===== config.mk =====
export PLATFORM = sky130hd
export DESIGN_NAME = scroll_ctrl
export DESIGN_NICKNAME = d
export VERILOG_FILES = /design/src/rtl/scroll_ctrl.sv
export SDC_FILE = /design/constraint.sdc
export NUM_CORES = 1
export LEC_CHECK = 0
export ABC_AREA = 1
export ABC_CLOCK_PERIOD_IN_PS = 3050
export CAP_MARGIN = 20
export CORE_ASPECT_RATIO = 0.75
export CORE_MARGIN = 2
export CORE_UTILIZATION = 40
export DETAILED_ROUTE_END_ITERATION = 12
export DONT_BUFFER_PORTS = 1
export GPL_TIMING_DRIVEN = 0
export PLACE_DENSITY = 0.67
export SKIP_CTS_REPAIR_TIMING = 1
export SKIP_LAST_GASP = 1
export SLEW_MARGIN = 20
export SYNTH_ARGS = -nofsm -noshare
export SYNTH_HDL_FRONTEND = slang
export SYNTH_SLANG_ARGS = --single-unit

===== constraint.sdc =====
create_clock -name clk -period 3.05 [get_ports clk]
set_clock_uncertainty 0.15 [all_clocks]
set_input_delay 0.915 -clock clk [delete_from_list [all_inputs] [get_ports clk]]
set_output_delay 0.915 -clock clk [all_outputs]
set_load 0.05 [all_outputs]

===== src/rtl/scroll_ctrl.sv =====
// Control side of the scroll block: debounces the move button, runs the game FSM,
// turns scrolled distance into a lane score and ramps speed at score milestones.
module scroll_ctrl #(
  parameter int DEBOUNCE_CYCLES = 250000,
  parameter int MOVE_STEP       = 8,
  parameter int LANE_H          = 40,
  parameter int SPEED_EVERY     = 10,
  parameter int SPEED_STEP      = 4,
  parameter int SPEED_MAX       = 200
) (
  input  logic        clk,
  input  logic        sys_rst,
  input  logic        game_rst,
  input  logic        btn_move,
  input  logic        collision,
  input  logic [10:0] pos_in,
  output logic        halt,
  output logic [7:0]  move_amt,
  output logic [7:0]  speed_change,
  output logic [15:0] score,
  output logic        game_over
);

  localparam int DB_W = $clog2(DEBOUNCE_CYCLES + 1);
  localparam int MS_W = $clog2(SPEED_EVERY + 1);
  localparam logic [DB_W-1:0] DB_LAST  = DB_W'(DEBOUNCE_CYCLES - 1);
  localparam logic [MS_W-1:0] MS_LAST  = MS_W'(SPEED_EVERY - 1);
  localparam logic [11:0]     LANE     = 12'(LANE_H);
  localparam logic [8:0]      SPD_STEP = 9'(SPEED_STEP);
  localparam logic [8:0]      SPD_MAX  = 9'(SPEED_MAX);
  localparam logic [7:0]      STEP     = 8'(MOVE_STEP);

  typedef enum logic [1:0] {IDLE, MOVE, STOP, DEAD} state_t;

  state_t            state;
  state_t            state_nxt;
  logic              btn_s1;
  logic              btn_s2;
  logic              btn_db;
  logic              btn_db_q;
  logic              btn_rise;
  logic [DB_W-1:0]   db_cnt;
  logic [10:0]       pos_prev;
  logic [10:0]       delta;
  logic [11:0]       acc;
  logic [11:0]       gain;
  logic [11:0]       lane_sum;
  logic              lane_hit;
  logic              score_inc;
  logic [MS_W-1:0]   ms_cnt;
  logic [8:0]        spd_sum;
  logic [7:0]        spd_next;

  always_ff @(posedge clk or negedge sys_rst) begin
    if (!sys_rst) begin
      btn_s1 <= 1'b0;
      btn_s2 <= 1'b0;
    end else begin
      btn_s1 <= btn_move;
      btn_s2 <= btn_s1;
    end
  end

  // btn_db is deliberately kept across game_rst so a held button must be re-pressed to start
  always_ff @(posedge clk or negedge sys_rst) begin
    if (!sys_rst) begin
      db_cnt   <= '0;
      btn_db   <= 1'b0;
      btn_db_q <= 1'b0;
    end else begin
      btn_db_q <= btn_db;
      if (game_rst || btn_s2 == btn_db) begin
        db_cnt <= '0;
      end else if (db_cnt == DB_LAST) begin
        btn_db <= btn_s2;
        db_cnt <= '0;
      end else begin
        db_cnt <= db_cnt + 1'b1;
      end
    end
  end

  assign btn_rise = btn_db & ~btn_db_q;

  always_comb begin
    state_nxt = state;
    case (state)
      IDLE: if (btn_rise) state_nxt = MOVE;
      MOVE: begin
        if (collision)    state_nxt = DEAD;
        else if (!btn_db) state_nxt = STOP;
      end
      STOP: begin
        if (collision)    state_nxt = DEAD;
        else if (btn_db)  state_nxt = MOVE;
      end
      default: state_nxt = DEAD;
    endcase
    if (game_rst) state_nxt = IDLE;
  end

  always_ff @(posedge clk or negedge sys_rst) begin
    if (!sys_rst) begin
      state     <= IDLE;
      halt      <= 1'b1;
      move_amt  <= 8'd0;
      game_over <= 1'b0;
    end else begin
      state     <= state_nxt;
      halt      <= (state_nxt != MOVE);
      move_amt  <= (state_nxt == MOVE) ? STEP : 8'd0;
      game_over <= (state_nxt == DEAD);
    end
  end

  // Unsigned 11-bit subtraction makes a position wrap look like ordinary forward travel
  assign delta     = pos_in - pos_prev;
  assign gain      = (state == MOVE) ? {1'b0, delta} : 12'd0;
  assign lane_sum  = acc + gain;
  assign lane_hit  = (lane_sum >= LANE);
  assign score_inc = lane_hit && (score != 16'hFFFF);
  assign spd_sum   = {1'b0, speed_change} + SPD_STEP;
  assign spd_next  = (spd_sum > SPD_MAX) ? SPD_MAX[7:0] : spd_sum[7:0];

  always_ff @(posedge clk or negedge sys_rst) begin
    if (!sys_rst) begin
      pos_prev     <= 11'd0;
      acc          <= 12'd0;
      score        <= 16'd0;
      ms_cnt       <= '0;
      speed_change <= 8'd0;
    end else if (game_rst) begin
      pos_prev     <= pos_in;
      acc          <= 12'd0;
      score        <= 16'd0;
      ms_cnt       <= '0;
      speed_change <= 8'd0;
    end else begin
      pos_prev <= pos_in;
      acc      <= lane_hit ? (lane_sum - LANE) : lane_sum;
      if (score_inc) begin
        score <= score + 16'd1;
        if (ms_cnt == MS_LAST) begin
          ms_cnt       <= '0;
          speed_change <= spd_next;
        end else begin
          ms_cnt <= ms_cnt + 1'b1;
        end
      end
    end
  end

endmodule


==> results.txt <==
Outcome - finished with violations
Failing checks - setup timing
Origin of the critical flop-to-flop path - pos_prev[3]
Max-slew violations - 0
Core ar. - 12300 um2
Least-Margin Pin Slew - 0.738 ns
Largest net degree at the start of global routing - 77
Critical Path RT - 3.13 ns
Inst Count DP - 852
Detailed-placement wirelength estimate - 8430 um
Final Cycle Share - 1.17
Vias - 4516
Num CTS Buffers - 9
Min Hold Slack - 0.115 ns
Clk buf depth - 2
Slew Limit Headroom - 0.508
Vias in the first global route - 4128
DIE HEIGHT - 101 um
Area grow syn2layout - 25.0%
Initial antenna violation count - 0
Worst vdd ir - 0.317 mV
Max cap viols - 0
I/O Pins - 50
Cells after Synth - 678
H-tree depth - 3
Highest Clock Rate - 279 MHz
Final setup margin - -0.530 ns
# DRC - 0
Vias per Instance - 5.09
LEAKAGE - 2.98 nW
Synth Warn # - 0
RSZ-0062 raised after global routing - true
Insertion delay to the later sink of the worst-skew pair - 0.34 ns
Total GRT Usage - 0.183
R2r worst-path depth - 23
Wire per inst - 14.0 um
PortBufs - 0
CP Launch Type - primary input
Layout Cell Area excl Fill - 6300 um2
Post-synth top flop - dfrtp_1
Crit path top cell by count - nand2_1
Fin. Hold Viols - 0
Routed wire length - 12400 um
Synth async-reset ratio - 1.00
Pre-Repair DR Iteration Count - 6
Setup-failing EPs final - 35
# nets final - 762
Cell Area, Synth - 5040 um2
Crit-path max FO - 5
Die Wd - 134 um
Reg2Reg Capture Point - score[3]
Sequential fraction of the synthesis area - 0.378
Fin cells - 887
Synth Register Bits - 76
Global route overflow - 0
Crit-path cells - clkinv_16, ha_4, inv_4, fa_2, a21oi_2, o21ai_1, nand2_1, a21oi_1, nor2_2, ha_4, nand2_1, nand2_2, a21oi_2, nand3_1, nand2_1, nand2_2, nor2_4, nand3_4, nand2_4, inv_4, buf_2, nand3b_1, nand2_1
Crit path from - pos_in[0]
Die area - 13500 um2
Crit path kind - in -> reg
Post-layout min period - 3.58 ns
Placer Congestion - 0.882
Crit path DAT - 3.66 ns
Initial detailed-routing violation count - 235
Core Rows - 35
Starting Density - 0.409
CP Capture Point - score[3]
ANT nets after route - 0
CP endpoint kind - register
Delay of the slowest cell on the worst path - 0.40 ns
Antenna cell count - 0
Filler cells - 1157
Synth cell types - 39
Wire length of the first global-routing pass - 19800 um
Area post-placement - 5410 um2
Layout cell share with drive strength beyond 1 - 0.237
CTS Sinks - 76
EDFF count, synth - 0
Worst hold-check path type - in -> async
Root Driver - clkbuf_16
Worst R2R Setup Slack - -0.38 ns
Critical-path top delay cell - fa_2
Clk pin slew, worst setup/hold paths - 0.06 ns
CTS tree - done
Mapped Avg Cell Area - 7.43 um2
TNS Setup - -16.02 ns
Power per cell area - 632 nW/um2
area by class of cell:
cell class | instances | area (um2) | area share
tap | 166 | 208 | 0.0330
inverter | 90 | 369 | 0.0586
buffer | 21 | 153 | 0.0242
sequential | 76 | 1900 | 0.302
clock inverter | 5 | 60.1 | 0.00954
timing repair buffer | 19 | 161 | 0.0256
clock buffer | 11 | 243 | 0.0385
multi-input combinational | 499 | 3200 | 0.508
cells in the final DEF (no fill, tap or decap), types with 2 or more instances in the layout:
| cell | Yosys | layout |
|---|---|---|
| nor3b_1 | 3 | 3 |
| nor2_2 | 4 | 11 |
| ha_4 | 0 | 12 |
| inv_4 | 0 | 2 |
| nand3_2 | 2 | 17 |
| conb_1 | 1 | 9 |
| ha_2 | 0 | 2 |
| xnor2_1 | 3 | 3 |
| nor2_4 | 2 | 9 |
| nand3b_1 | 19 | 19 |
| fa_2 | 0 | 2 |
| inv_2 | 5 | 7 |
| nand2_4 | 0 | 8 |
| nor2_1 | 73 | 59 |
| o21ai_2 | 0 | 3 |
| nor3_1 | 14 | 12 |
| nand3_1 | 74 | 58 |
| ha_1 | 28 | 14 |
| nand2_1 | 157 | 131 |
| a21oi_1 | 41 | 30 |
| o2111ai_2 | 0 | 2 |
| clkbuf_16 | 0 | 10 |
| buf_2 | 2 | 3 |
| nand3_4 | 1 | 2 |
| buf_4 | 11 | 26 |
| dfrtp_1 | 75 | 75 |
| nor3_4 | 0 | 2 |
| a21oi_2 | 1 | 11 |
| o21ai_0 | 20 | 10 |
| clkbuf_1 | 4 | 5 |
| nand4_1 | 6 | 6 |
| or2_2 | 2 | 2 |
| xor2_1 | 23 | 23 |
| buf_6 | 3 | 4 |
| o21ai_1 | 1 | 8 |
| nand2_2 | 6 | 24 |
| inv_1 | 84 | 79 |
metrics by stage:
stage / total power [mW] / utilization / setup slack [ns]
CTS: 3.58 / 0.464 / -0.716
detailed placement: 2.45 / 0.440 / -1.08
global route: 4.20 / 0.512 / -0.675
global placement: 2.41 / 0.440 / -1.04
floorplan: 2.21 / - / -0.655
finish: 3.98 / 0.512 / -0.530
layer usage:
layer  part of all wire  track usage  wire length, um
met1               0.47        0.254             5790
met2               0.46        0.284             5760
met3              0.056       0.0475              693
met4              0.012       0.0556              153
met5                  0            0                0
power breakdown:
group	leakage, nW	internal [mW]	switching, mW	total (mW)
clock	0.146	0.660	0.445	1.10
sequential	1.01	1.10	0.141	1.24
combinational	1.82	0.690	0.943	1.63
total	2.98	2.45	1.53	3.98
critical path, delay by kind of cell:
family / cells / cell delay, ns
compound gates: 4 / 0.51
buf+inv: 4 / 0.27
simple gates: 12 / 1.18
fa+ha+maj: 3 / 0.78
Yosys cell counts, types with 3 or more instances:
cell / n / share of area
xor2_1: 23 / 0.040
nor3b_1: 3 / 0.0045
nand4_1: 6 / 0.0075
nand3b_1: 19 / 0.028
nand3_1: 74 / 0.074
buf_4: 11 / 0.016
xnor2_1: 3 / 0.0052
nor3_1: 14 / 0.014
inv_2: 5 / 0.0037
dfrtp_1: 75 / 0.37
inv_1: 84 / 0.063
ha_1: 28 / 0.070
buf_6: 3 / 0.0067
nor2_2: 4 / 0.0050
nand2_2: 6 / 0.0075
nor2_1: 73 / 0.054
o21ai_0: 20 / 0.020
nand2_1: 157 / 0.12
clkbuf_1: 4 / 0.0030
a21oi_1: 41 / 0.041
how the worst min path moves through the flow:
stage                     depth (start not counted)           to
after global routing                              0  pos_prev[4]
after detailed placement                          0       btn_s2
final                                             0  pos_prev[8]
after CTS                                         0  pos_prev[4]
after global placement                            0       btn_s2
after floorplan                                   0       btn_s2
cell families after synthesis:
logic type	after synthesis	synth area share
other	1	0.000744
XOR/XNOR	26	0.0452
buffers and inverters	111	0.0959
AO/OA/AOI/OAI	67	0.0700
multiplexers	1	0.00223
adder cells (fa/ha/maj)	30	0.0775
flip-flops	76	0.378
AND/OR/NAND/NOR	366	0.331
state kept, by name, summed over array words and instances (netlist names):
signal and cells:
acc 12, btn_db 1, btn_db_q 1, btn_s1 1, btn_s2 1, db_cnt 18, game_over 1, halt 1
move_amt 1, ms_cnt 4, pos_prev 11, score 16, speed_change 6, state 2
No activity file was read; power rests on OpenSTA's default activity.
==> patch, RTL diff (config.mk and constraints unchanged) <==
The 4 states of `state_t` get a Gray code encoding in 2 bits.
--- a/src/rtl/scroll_ctrl.sv
+++ b/src/rtl/scroll_ctrl.sv
@@ -31,5 +31,5 @@
   localparam logic [7:0]      STEP     = 8'(MOVE_STEP);
 
-  typedef enum logic [1:0] {IDLE, MOVE, STOP, DEAD} state_t;
+  typedef enum logic [1:0] {IDLE = 2'b00, MOVE = 2'b01, STOP = 2'b11, DEAD = 2'b10} state_t;
 
   state_t            state;
Check against the original RTL: no difference found for any inputs over 10 cycles, from zero or initial values and one cycle with sys_rst low; not proved beyond that.
==> patch against the unedited design <==
The run still ends with negative setup slack left. Area after synthesis is 2.1% lower. Wire length is 4.9% lower. Count of clock-buffer cells in the layout is 2 lower. Sequential cell count stayed put. Maximum frequency is 4.9% lower. First-iteration DRC count is 23% lower. Total power is 2.6% lower. Final cell count is 1.5% lower. Cell area is 4.0% lower. Worst setup slack worse by 0.19 ns.
==> patch: results (changes against the unedited design) <==
stage	metric	value	unit	change
status	run status	finished with violations		
status	failing checks	negative setup slack		
yosys	number of synthesized flops with an enable pin	0		unchanged
global_route	number of global-route vias before repair	4232		+2.5%
clocking	CTS root buffer	clkbuf_16		
critical_path	reg2reg end	score[9]		
cells_and_area	FILL cells	1201		+3.8%
routing	WL per Instance	13.5	um	-3.5%
cells_and_area	Final #Nets	749		-1.7%
timing	final setup margin	-0.716	ns	-0.186 ns
critical_path	CP startpoint	pos_in[0]		
yosys	Synth area leaders	dfrtp_1 38%, nand2_1 12%, ha_1 7.1%, inv_1 6.7%, nor2_1 6.4%		
timing	Final Setup Violations	35		unchanged
clocking	htree depth	3		unchanged
routing	drt pass-1 iters	5		-1
critical_path	Critical Path AT	3.85	ns	+0.19 ns
placement	Final HPWL DP	8.18	mm	-2.9%
cells_and_area	ratio of cells with drive above 1 in the final layout	0.195		-0.0423
yosys	synth cell count leaders	157 x nand2_1, 88 x inv_1, 84 x nor2_1		
yosys	main flop type after synthesis	dfrtp_1		
placement	PortBufs	0		unchanged
placement	RePlAce Congestion	0.887		+0.60%
clocking	Clock Path Buffers	2		unchanged
routing	via count	4370		-3.2%
global_route	global-route wire length before repair	19.1	mm	-3.5%
yosys	Async SR Flop Fraction	1.00		unchanged
cells_and_area	Top Registers	db_cnt x18, score x16, acc x12		
critical_path	Setup crit end	score[9]		
yosys	post-synthesis sequential area ratio	0.386		+0.00805
clocking	clk slew on worst S/H paths	0.06	ns	about the same
global_route	initial antenna violation count	0		unchanged
global_route	largest net degree at the start of global routing	77		unchanged
clocking	clk_lat worst skew	0.34	ns	about the same
critical_path	worst r2r path cells	23		unchanged
critical_path	RR Startpoint	pos_prev[0]		
yosys	Cell variety after synth	36		-7.7%
clocking	TritonCTS Buffers	9		unchanged
critical_path	CP delay by family, top	simple AND/OR/NAND/NOR gates		
power	leakage power	2.84	nW	-4.6%
yosys	total of warnings raised by yosys	0		unchanged
critical_path	Largest stage delay, worst path	0.45	ns	+0.05 ns
min_path	HP Class	input port to asynchronous set/reset pin		
power	VDD IR max	0.340	mV	+7.4%
power	switching portion of total power	0.390		+0.00622
critical_path	reg-to-reg slack, setup	-0.52	ns	-0.14 ns
routing	drt first-iter violations	181		-23%
critical_path	Max FO, Critical Path	5		unchanged
global_route	Global Route Usage Sum	0.176		-0.00695
timing	Slew headroom	0.517		+0.00901
timing	Max Transition Viols Final	0		unchanged
critical_path	Worst path slowest cell	fa_2		
cells_and_area	antenna cell count	0		unchanged
timing	Setup TNS Final	-22.08	ns	-6.06 ns
-- patch: logic make-up (layout without fill, tap and decap cells) --
kind of cell | Yosys count | in the layout | synth area share
simple gates | 349 | 349 | 0.308
compound gates | 74 | 74 | 0.0786
xor+xnor | 28 | 28 | 0.0497
flops | 76 | 76 | 0.386
other cells | 1 | 9 | 0.000760
mux | 1 | 1 | 0.00228
fa+ha+maj | 30 | 30 | 0.0791
buf+inv | 112 | 141 | 0.0959
-- patch: routing by layer --
| layer | GRT usage | vias to the layer above | wire length, um |
|---|---|---|---|
| met4 | 0.0571 | 0 | 121 |
| met2 | 0.292 | 81 | 5570 |
| met1 | 0.223 | 2078 | 5440 |
| met5 | 0 | - | 0 |
| met3 | 0.0545 | 10 | 652 |
| li1 | - | 2201 | - |
-- patch: cell type report --
type                            instances  area share
Sequential cell                        76       0.315
Clock inverter                          7      0.0135
Clock buffer                            9      0.0373
Tap cell                              166      0.0344
Inverter                               93      0.0609
Multi-Input combinational cell        491       0.494
Buffer                                 19      0.0226
Timing Repair Buffer                   13      0.0226
-- patch: worst min path at each step --
stage / slack [ns] / to / cells past startpoint
after floorplan: 0.18 / btn_s2 / 0
after CTS: 0.10 / pos_prev[5] / 0
after global placement: 0.19 / btn_s2 / 0
after detailed placement: 0.19 / btn_s2 / 0
after global routing: 0.1 / pos_prev[5] / 0
final: 0.12 / acc[2] / 0
-- patch: through the flow --
stage          area (um2)  worst slack [ns]  total power [mW]  utilization  cells
6_report             6040            -0.716              3.88        0.496    874
5_1_grt              6040            -0.879              4.13        0.496    874
4_1_cts              5550            -0.724              3.51        0.456    861
3_5_place_dp         5250             -1.08              2.39        0.431    845
3_3_place_gp         5250            -0.991              2.34        0.431    845
2_1_floorplan        5040            -0.667              2.16            -    679
-- patch: power groups by stage --
| stage | combinational [mW] | sequential (mW) | clock, mW |
|---|---|---|---|
| final | 1.46 | 1.31 | 1.11 |
| after global routing | 1.63 | 1.33 | 1.18 |
| after CTS | 1.07 | 1.30 | 1.14 |
| after detailed placement | 1.07 | 1.32 | 0 |
| after global placement | 1.03 | 1.32 | 0 |
| after floorplan | 0.870 | 1.29 | 0 |
